[config.mk]
export PLATFORM = sky130hd
export DESIGN_NAME = e_stage_reg_p
export DESIGN_NICKNAME = d
export VERILOG_FILES = /design/src/rtl/y86_pkg.sv /design/src/rtl/e_stage_reg_p_sat_counter.sv /design/src/rtl/e_stage_reg_p.sv
export SDC_FILE = /design/constraint.sdc
export NUM_CORES = 1
export LEC_CHECK = 0
export CAP_MARGIN = 20
export CELL_PAD_IN_SITES_DETAIL_PLACEMENT = 0
export CELL_PAD_IN_SITES_GLOBAL_PLACEMENT = 2
export CORE_MARGIN = 4
export CORE_UTILIZATION = 24
export CTS_CLUSTER_SIZE = 14
export DETAILED_ROUTE_END_ITERATION = 8
export PLACE_DENSITY = 0.81
export SLEW_MARGIN = 20
export SYNTH_ARGS = -nofsm -noshare
export SYNTH_HDL_FRONTEND = slang
export SYNTH_SLANG_ARGS = --single-unit
[constraint.sdc]
create_clock -name clk -period 11.73 [get_ports clk]
set_clock_uncertainty 0.15 [all_clocks]
set_input_delay 2.346 -clock clk [delete_from_list [all_inputs] [get_ports clk]]
set_output_delay 2.346 -clock clk [all_outputs]
set_load 0.05 [all_outputs]
[src/rtl/y86_pkg.sv]
// Shared Y86 encodings and the default-width Decode->Execute bundle.
package y86_pkg;

    localparam int unsigned DATA_W_DEF = 64;
    localparam int unsigned REG_W_DEF  = 4;
    localparam int unsigned STAT_W_DEF = 3;

    // Instruction codes
    localparam logic [3:0] IHALT   = 4'h0;
    localparam logic [3:0] INOP    = 4'h1;
    localparam logic [3:0] IRRMOVQ = 4'h2;
    localparam logic [3:0] IIRMOVQ = 4'h3;
    localparam logic [3:0] IRMMOVQ = 4'h4;
    localparam logic [3:0] IMRMOVQ = 4'h5;
    localparam logic [3:0] IOPQ    = 4'h6;
    localparam logic [3:0] IJXX    = 4'h7;
    localparam logic [3:0] ICALL   = 4'h8;
    localparam logic [3:0] IRET    = 4'h9;
    localparam logic [3:0] IPUSHQ  = 4'hA;
    localparam logic [3:0] IPOPQ   = 4'hB;

    // Status codes
    localparam logic [2:0] SAOK = 3'd1;
    localparam logic [2:0] SHLT = 3'd2;
    localparam logic [2:0] SADR = 3'd3;
    localparam logic [2:0] SINS = 3'd4;

    localparam logic [3:0] RNONE = 4'hF;

    // Execute-stage payload at the architectural default widths
    typedef struct packed {
        logic [STAT_W_DEF-1:0] stat;
        logic [3:0]            icode;
        logic [3:0]            ifun;
        logic [DATA_W_DEF-1:0] val_c;
        logic [DATA_W_DEF-1:0] val_a;
        logic [DATA_W_DEF-1:0] val_b;
        logic [REG_W_DEF-1:0]  dst_e;
        logic [REG_W_DEF-1:0]  dst_m;
        logic [REG_W_DEF-1:0]  src_a;
        logic [REG_W_DEF-1:0]  src_b;
    } e_bundle_t;

    localparam e_bundle_t E_BUBBLE = '{
        stat:  SAOK,
        icode: INOP,
        ifun:  4'h0,
        val_c: '0,
        val_a: '0,
        val_b: '0,
        dst_e: RNONE,
        dst_m: RNONE,
        src_a: RNONE,
        src_b: RNONE
    };

endpackage

[src/rtl/e_stage_reg_p_sat_counter.sv]
// Saturating up-counter: increments on inc, sticks at all-ones.
module sat_counter #(
    parameter int unsigned W = 32
) (
    input  logic         clk,
    input  logic         reset,
    input  logic         inc,
    output logic [W-1:0] count
);

    // Count events, never wrapping past the maximum value
    always_ff @(posedge clk or posedge reset) begin
        if (reset) begin
            count <= '0;
        end else if (inc && (count != {W{1'b1}})) begin
            count <= count + W'(1);
        end
    end

endmodule

[src/rtl/e_stage_reg_p.sv]
// Decode->Execute pipeline register with stall, bubble, wrong-path squash and event counters.
module e_stage_reg_p
    import y86_pkg::*;
#(
    parameter int unsigned DATA_W     = 64,
    parameter int unsigned REG_W      = 4,
    parameter int unsigned STAT_W     = 3,
    parameter int unsigned CNT_W      = 32,
    parameter int unsigned RESET_STAT = 1
) (
    input  logic              clk,
    input  logic              reset,
    input  logic              E_stall,
    input  logic              E_bubble,
    input  logic [STAT_W-1:0] D_stat,
    input  logic [3:0]        D_icode,
    input  logic [3:0]        D_ifun,
    input  logic [DATA_W-1:0] D_valC,
    input  logic [DATA_W-1:0] d_valA,
    input  logic [DATA_W-1:0] d_valB,
    input  logic [REG_W-1:0]  d_dstE,
    input  logic [REG_W-1:0]  d_dstM,
    input  logic [REG_W-1:0]  d_srcA,
    input  logic [REG_W-1:0]  d_srcB,
    input  logic [3:0]        M_icode,
    input  logic              e_Cnd,
    output logic [STAT_W-1:0] E_stat,
    output logic [3:0]        E_icode,
    output logic [3:0]        E_ifun,
    output logic [DATA_W-1:0] E_valC,
    output logic [DATA_W-1:0] E_valA,
    output logic [DATA_W-1:0] E_valB,
    output logic [REG_W-1:0]  E_dstE,
    output logic [REG_W-1:0]  E_dstM,
    output logic [REG_W-1:0]  E_srcA,
    output logic [REG_W-1:0]  E_srcB,
    output logic              E_valid,
    output logic [CNT_W-1:0]  bubble_cnt,
    output logic [CNT_W-1:0]  stall_cnt,
    output logic [CNT_W-1:0]  squash_cnt,
    output logic              proto_err
);

    // Payload at this instance's widths
    typedef struct packed {
        logic [STAT_W-1:0] stat;
        logic [3:0]        icode;
        logic [3:0]        ifun;
        logic [DATA_W-1:0] val_c;
        logic [DATA_W-1:0] val_a;
        logic [DATA_W-1:0] val_b;
        logic [REG_W-1:0]  dst_e;
        logic [REG_W-1:0]  dst_m;
        logic [REG_W-1:0]  src_a;
        logic [REG_W-1:0]  src_b;
    } stage_t;

    localparam stage_t BUBBLE_IMG = '{
        stat:  STAT_W'(RESET_STAT),
        icode: INOP,
        ifun:  4'h0,
        val_c: {DATA_W{1'b0}},
        val_a: {DATA_W{1'b0}},
        val_b: {DATA_W{1'b0}},
        dst_e: {REG_W{1'b1}},
        dst_m: {REG_W{1'b1}},
        src_a: {REG_W{1'b1}},
        src_b: {REG_W{1'b1}}
    };

    stage_t e_q;
    stage_t load_c;
    logic   load_en_c;
    logic   squash_c;
    logic   stall_inc_c;

    // Decode next contents; a not-taken jump in M squashes a faulting wrong-path status
    always_comb begin
        load_en_c   = !E_bubble && !E_stall;
        squash_c    = load_en_c && (M_icode == IJXX) && !e_Cnd && (D_stat != STAT_W'(SAOK));
        stall_inc_c = E_stall && !E_bubble;
        load_c = '{
            stat:  squash_c ? STAT_W'(SAOK) : D_stat,
            icode: D_icode,
            ifun:  D_ifun,
            val_c: D_valC,
            val_a: d_valA,
            val_b: d_valB,
            dst_e: d_dstE,
            dst_m: d_dstM,
            src_a: d_srcA,
            src_b: d_srcB
        };
    end

    // Stage register: bubble beats stall beats load; protocol error is sticky until reset
    always_ff @(posedge clk or posedge reset) begin
        if (reset) begin
            e_q       <= BUBBLE_IMG;
            E_valid   <= 1'b0;
            proto_err <= 1'b0;
        end else begin
            if (E_bubble) begin
                e_q     <= BUBBLE_IMG;
                E_valid <= 1'b0;
            end else if (!E_stall) begin
                e_q     <= load_c;
                E_valid <= 1'b1;
            end
            if (E_stall && E_bubble) begin
                proto_err <= 1'b1;
            end
        end
    end

    assign E_stat  = e_q.stat;
    assign E_icode = e_q.icode;
    assign E_ifun  = e_q.ifun;
    assign E_valC  = e_q.val_c;
    assign E_valA  = e_q.val_a;
    assign E_valB  = e_q.val_b;
    assign E_dstE  = e_q.dst_e;
    assign E_dstM  = e_q.dst_m;
    assign E_srcA  = e_q.src_a;
    assign E_srcB  = e_q.src_b;

    sat_counter #(.W(CNT_W)) u_bubble_cnt (
        .clk   (clk),
        .reset (reset),
        .inc   (E_bubble),
        .count (bubble_cnt)
    );

    sat_counter #(.W(CNT_W)) u_stall_cnt (
        .clk   (clk),
        .reset (reset),
        .inc   (stall_inc_c),
        .count (stall_cnt)
    );

    sat_counter #(.W(CNT_W)) u_squash_cnt (
        .clk   (clk),
        .reset (reset),
        .inc   (squash_c),
        .count (squash_cnt)
    );

endmodule

==> impl_metrics.tcl <==
set metrics [dict create \
    ant_nets 0 \
    detail_route.wl_per_cell_um 18.0 \
    drtIter0Drc 495 \
    synth_area_per_cell_um2 11.6 \
    fin_nets 1926 \
    worstPathArrival_ps 5130 \
    ff_latch_area_mm2 0.00796 \
    cts_buffer_depth 3 \
    synth_area_mm2 0.0135 \
    worst_slew_pin_slew_ps 1030 \
    crit_path_cell_trace "buf_8 > buf_4 > nor2b_1 > nand4_1 > a211oi_1 > nand3_1 > xnor2_1" \
    r2r_cells 7 \
    reg2reg_slack_ps 9020 \
    ys_warn_count 0 \
    layout-drive-gt1-share 0.0608 \
    hpwl_um 32400 \
    ios 545 \
    crit_fanout 83 \
    routed_wirelength_um 44700 \
    htreeDepth 2 \
    synth_edf_count 0 \
    critical_path.max_stage_delay_ps 850 \
    hp-class "register to register" \
    grt_pass1_vias 11400 \
    min_period_ps 4860 \
    start_util 0.243 \
    finalMaxSlewViolations 0 \
    grt_pass1_wl_um 68800 \
    gp_congestion 0.772 \
    dieArea_mm2 0.0599 \
    stdcell_count 2476 \
    grt_use_total 0.144 \
    finalHoldViolCount 0 \
    yosysUniqueCellTypes 44 \
    rows 86 \
    slew_headroom 0.316 \
    final.setup.tns_ps 0 \
    vias_per_cell 4.34 \
    cp-start-kind "input port" \
    syn_to_final_growth_pct 56.5 \
    ys_seq_area_frac 0.591 \
    numCtsBuffers 39 \
    outcome "completed" \
    endpoint_kind "register" \
    powerDensity_mw_per_mm2 148 \
    crit_path_start "E_stall" \
    rsz0062_at_grt "no" \
    p_total_mw 3.11 \
    syn_nets 1386 \
    final_cell_mix "clkdlybuf4s50_1 (542), dfrtp_1 (299), nor2_1 (229)" \
    ys.flop_type "dfrtp_1" \
    die_h_um 245 \
    antenna_found_initial 4 \
    multi_input_area_mm2 0.00525 \
    cts.sinks 317 \
    p_leak_nw 9.33 \
    path_depth 7 \
    worst_path_max_delay_cell "buf_4" \
    crit_end "u_stall_cnt.count[19]" \
    r2r_end "u_stall_cnt.count[3]" \
    grt_overflow 0 \
    cts.clk_slew.worst_paths_ps 60 \
    insertion_delay_ps 530 \
    worstPathRequired_ps 12000 \
    critPathKind "input port to register" \
    drv_cap 0 \
    dp.cells 2401 \
    synth-async-reset-ratio 1.00 \
    hold_buffers 0 \
    final.period_utilization 0.415 \
    crit_family "buffers and inverters" \
    cts_resized 0 \
    synth_cells 1155 \
    fmax_mhz 206 \
    fin_util 0.381 \
    fill_cells 5442 \
    drt_pre_antenna_iters 4 \
    root_buffer "clkbuf_16" \
    numPortBuffers 544 \
    grt_max_degree 113 \
    cp_num_buf_inv 2 \
    final_common_cell "clkdlybuf4s50_1" \
    r2r_start "u_stall_cnt.count[0]" \
    cts_tree "yes" \
    vias 10800 \
    synth_seq_cells 317 \
    setup_viol 0 \
    ir_drop_mv 0.101 \
    drc 0 \
    die_x_um 245 \
    core_mm2 0.0553 \
    postCtsSetupBuffers 0 \
]
-- worst min-delay path by stage --
stage | to | cells past startpoint | start | slack (ps)
after floorplan | E_dstE[0] | 1 | E_dstE[0] | 570
after global placement | proto_err | 1 | proto_err | 300
after detailed placement | proto_err | 1 | proto_err | 320
after CTS | proto_err | 1 | proto_err | 330
after global routing | proto_err | 1 | proto_err | 350
final | proto_err | 1 | proto_err | 320
-- logic make-up (layout without fill, tap and decap cells) --
kind of cell	after synthesis	count (layout)	synth area share
and+or+nand+nor	447	447	0.159
DFF	317	317	0.591
muxes	204	204	0.152
xor gates and xnor gates	85	85	0.0553
buffers and inverters	63	634	0.0187
AOI/OAI and AO/OA	36	36	0.0208
adders and majority gates	3	3	0.00279
other	0	2	0
-- cells in the mapped netlist (all sizes together), types with 18 or more instances --
cell | count | share of area
xor2 | 21 | 0.014
xnor2 | 64 | 0.042
a211o | 18 | 0.012
mux2i | 200 | 0.15
dfrtp | 299 | 0.56
nor2 | 229 | 0.064
dfstp | 18 | 0.035
clkbuf | 26 | 0.0073
buf | 28 | 0.0089
and3 | 18 | 0.0084
nand2 | 47 | 0.013
nor2b | 19 | 0.0088
nand3 | 51 | 0.019
nand4 | 28 | 0.013
-- metal layers --
| layer | global-route usage | routed length (µm) | vias to the layer above |
|---|---|---|---|
| li1 | - | - | 5036 |
| met1 | 0.174 | 18000 | 5286 |
| met2 | 0.238 | 21500 | 365 |
| met3 | 0.0607 | 4080 | 67 |
| met4 | 0.0394 | 1090 | 2 |
| met5 | 0 | 11 | - |
-- flip-flops by register name, summed over array words and instances (netlist names) --
| name | count |
|---|---|
| E_dstE | 4 |
| E_dstM | 4 |
| E_icode | 4 |
| E_ifun | 4 |
| E_srcA | 4 |
| E_srcB | 4 |
| E_stat | 3 |
| E_valA | 64 |
| E_valB | 64 |
| E_valC | 64 |
| E_valid | 1 |
| proto_err | 1 |
| u_bubble_cnt.count | 32 |
| u_squash_cnt.count | 32 |
| u_stall_cnt.count | 32 |
-- area by class of cell --
type / instances / share of cell area
sequential: 317 / 0.378
antenna: 2 / 0.000238
multi-input combinational: 775 / 0.249
tap: 748 / 0.0444
clock inverter: 12 / 0.00832
clock buffer: 60 / 0.0553
inverter: 9 / 0.00196
timing repair buffer: 553 / 0.263
-- stage by stage --
step	hold WS (ps)	setup WS [ps]	cell area, µm²
after detailed placement	322	6220	19700
final	323	6870	21100
after CTS	335	6830	21000
after global placement	296	6240	19700
after floorplan	571	493	13500
after global routing	354	6520	21100
-- report_power, final --
group | internal, mW | switching (mW) | total, mW
Combinational | 0.243 | 0.399 | 0.642
Clock | 0.774 | 0.477 | 1.25
Sequential | 1.16 | 0.0580 | 1.22
(Power assumes the default switching activity.)
==> variant: new RTL, config.mk and constraints unchanged <==
The parameter `CNT_W` goes from 32 to 48.
--- a/src/rtl/e_stage_reg_p.sv
+++ b/src/rtl/e_stage_reg_p.sv
@@ -5,7 +5,7 @@
     parameter int unsigned DATA_W     = 64,
     parameter int unsigned REG_W      = 4,
     parameter int unsigned STAT_W     = 3,
-    parameter int unsigned CNT_W      = 32,
+    parameter int unsigned CNT_W      = 48,
     parameter int unsigned RESET_STAT = 1
 ) (
     input  logic              clk,
Interface: changed (resized bubble_cnt, squash_cnt and stall_cnt); port bits go from 545 to 593. No check against the original RTL was run, so the function may have changed too.
==> variant against the original RTL <==
Count of clock-buffer cells in the layout is 10 higher. Clock power grew 9.6%. Register-to-register slack worse by 410 ps. Total power rose by 8.7%. Routed wire length increased by 15%. Sequential share of layout area increased by 0.39 points. Global-route usage down 0.099 points. Die area grew 16%. Area after synthesis rose by 17%. Design area is 14% higher. Sequential power grew 14%. Setup slack gained 260 ps. Sequential cell count increased by 48. Largest cell class unchanged.
==> variant: results (changes against the original RTL) <==
Status: completed
Sequential Area: 0.00916 mm^2 (+15%)
Via-to-Cell Ratio: 4.39 (+0.94%)
Sequential fraction of the synthesis area: 58.4% (-0.74 points)
Netlist cell types: 46 (+4.5%)
Mapped Nets: 1600 (+15%)
R2R Path End: u_bubble_cnt.count[12]
Number of buffers created by CTS: 44 (+13%)
R2R cell count: 6 (-1)
Drt first-iter violations: 582 (+18%)
Largest net degree at the start of global routing: 156 (+38%)
Detailed placement HPWL: 37600 um (+16%)
Multi-input gate count: 921 (+19%)
Nets: 2181 (+13%)
Gr usage total: 14.3% (-0.099 points)
RR Startpoint: u_bubble_cnt.count[24]
Number of global-route vias before repair: 13.1k (+14%)
Top layer in use: met4
Dpl ws: 6520 ps (+306 ps)
Metal-1 WL: 20700 um (+15%)
WL/cell: 18.1 um (+0.53%)
Clock buf/inv share: 6.07% (-0.29 points)
Met2 routed wirelength: 25700 um (+19%)
Synth area leaders: dfrtp_1 55%, mux2i_1 13%, nor2_1 5.8%
Met3 usage: 3.76% (-2.3 points)
Clk Latency, worst-skew pair: 560 ps (+30 ps)
Area Growth Syn to Fin: 53.0%
Synth cell count leaders: 347 x dfrtp_1, 243 x nor2_1, 199 x mux2i_1, 96 x xnor2_1, 66 x nand3_1
Fillers: 6324 (+16%)
-- variant: cell types whose count changed after synthesis, moves of 6 or more --
cell / change
nand4_1: +27
nor4_1: +8
xnor2_1: +32
nor3_1: +9
and3_1: +12
dfrtp_1: +48
clkbuf_1: +22
xor2_1: +24
nand2_1: +9
nand3_1: +15
buf_2: -6
inv_1: +7
nor2_1: +14
-- variant: power by group --
group	switching, mW	internal, mW
combinational	0.395	0.239
clock	0.536	0.830
sequential	0.0573	1.33
-- variant: cells by family after synthesis --
| logic type | Yosys count | synth area share (%) |
|---|---|---|
| buffers and inverters | 83 | 2.13 |
| AND/OR/NAND/NOR | 545 | 16.9 |
| multiplexers | 201 | 12.8 |
| XOR/XNOR | 141 | 7.87 |
| AO/OA/AOI/OAI | 31 | 1.63 |
| adder cells (fa/ha/maj) | 3 | 0.239 |
| flip-flops | 365 | 58.4 |
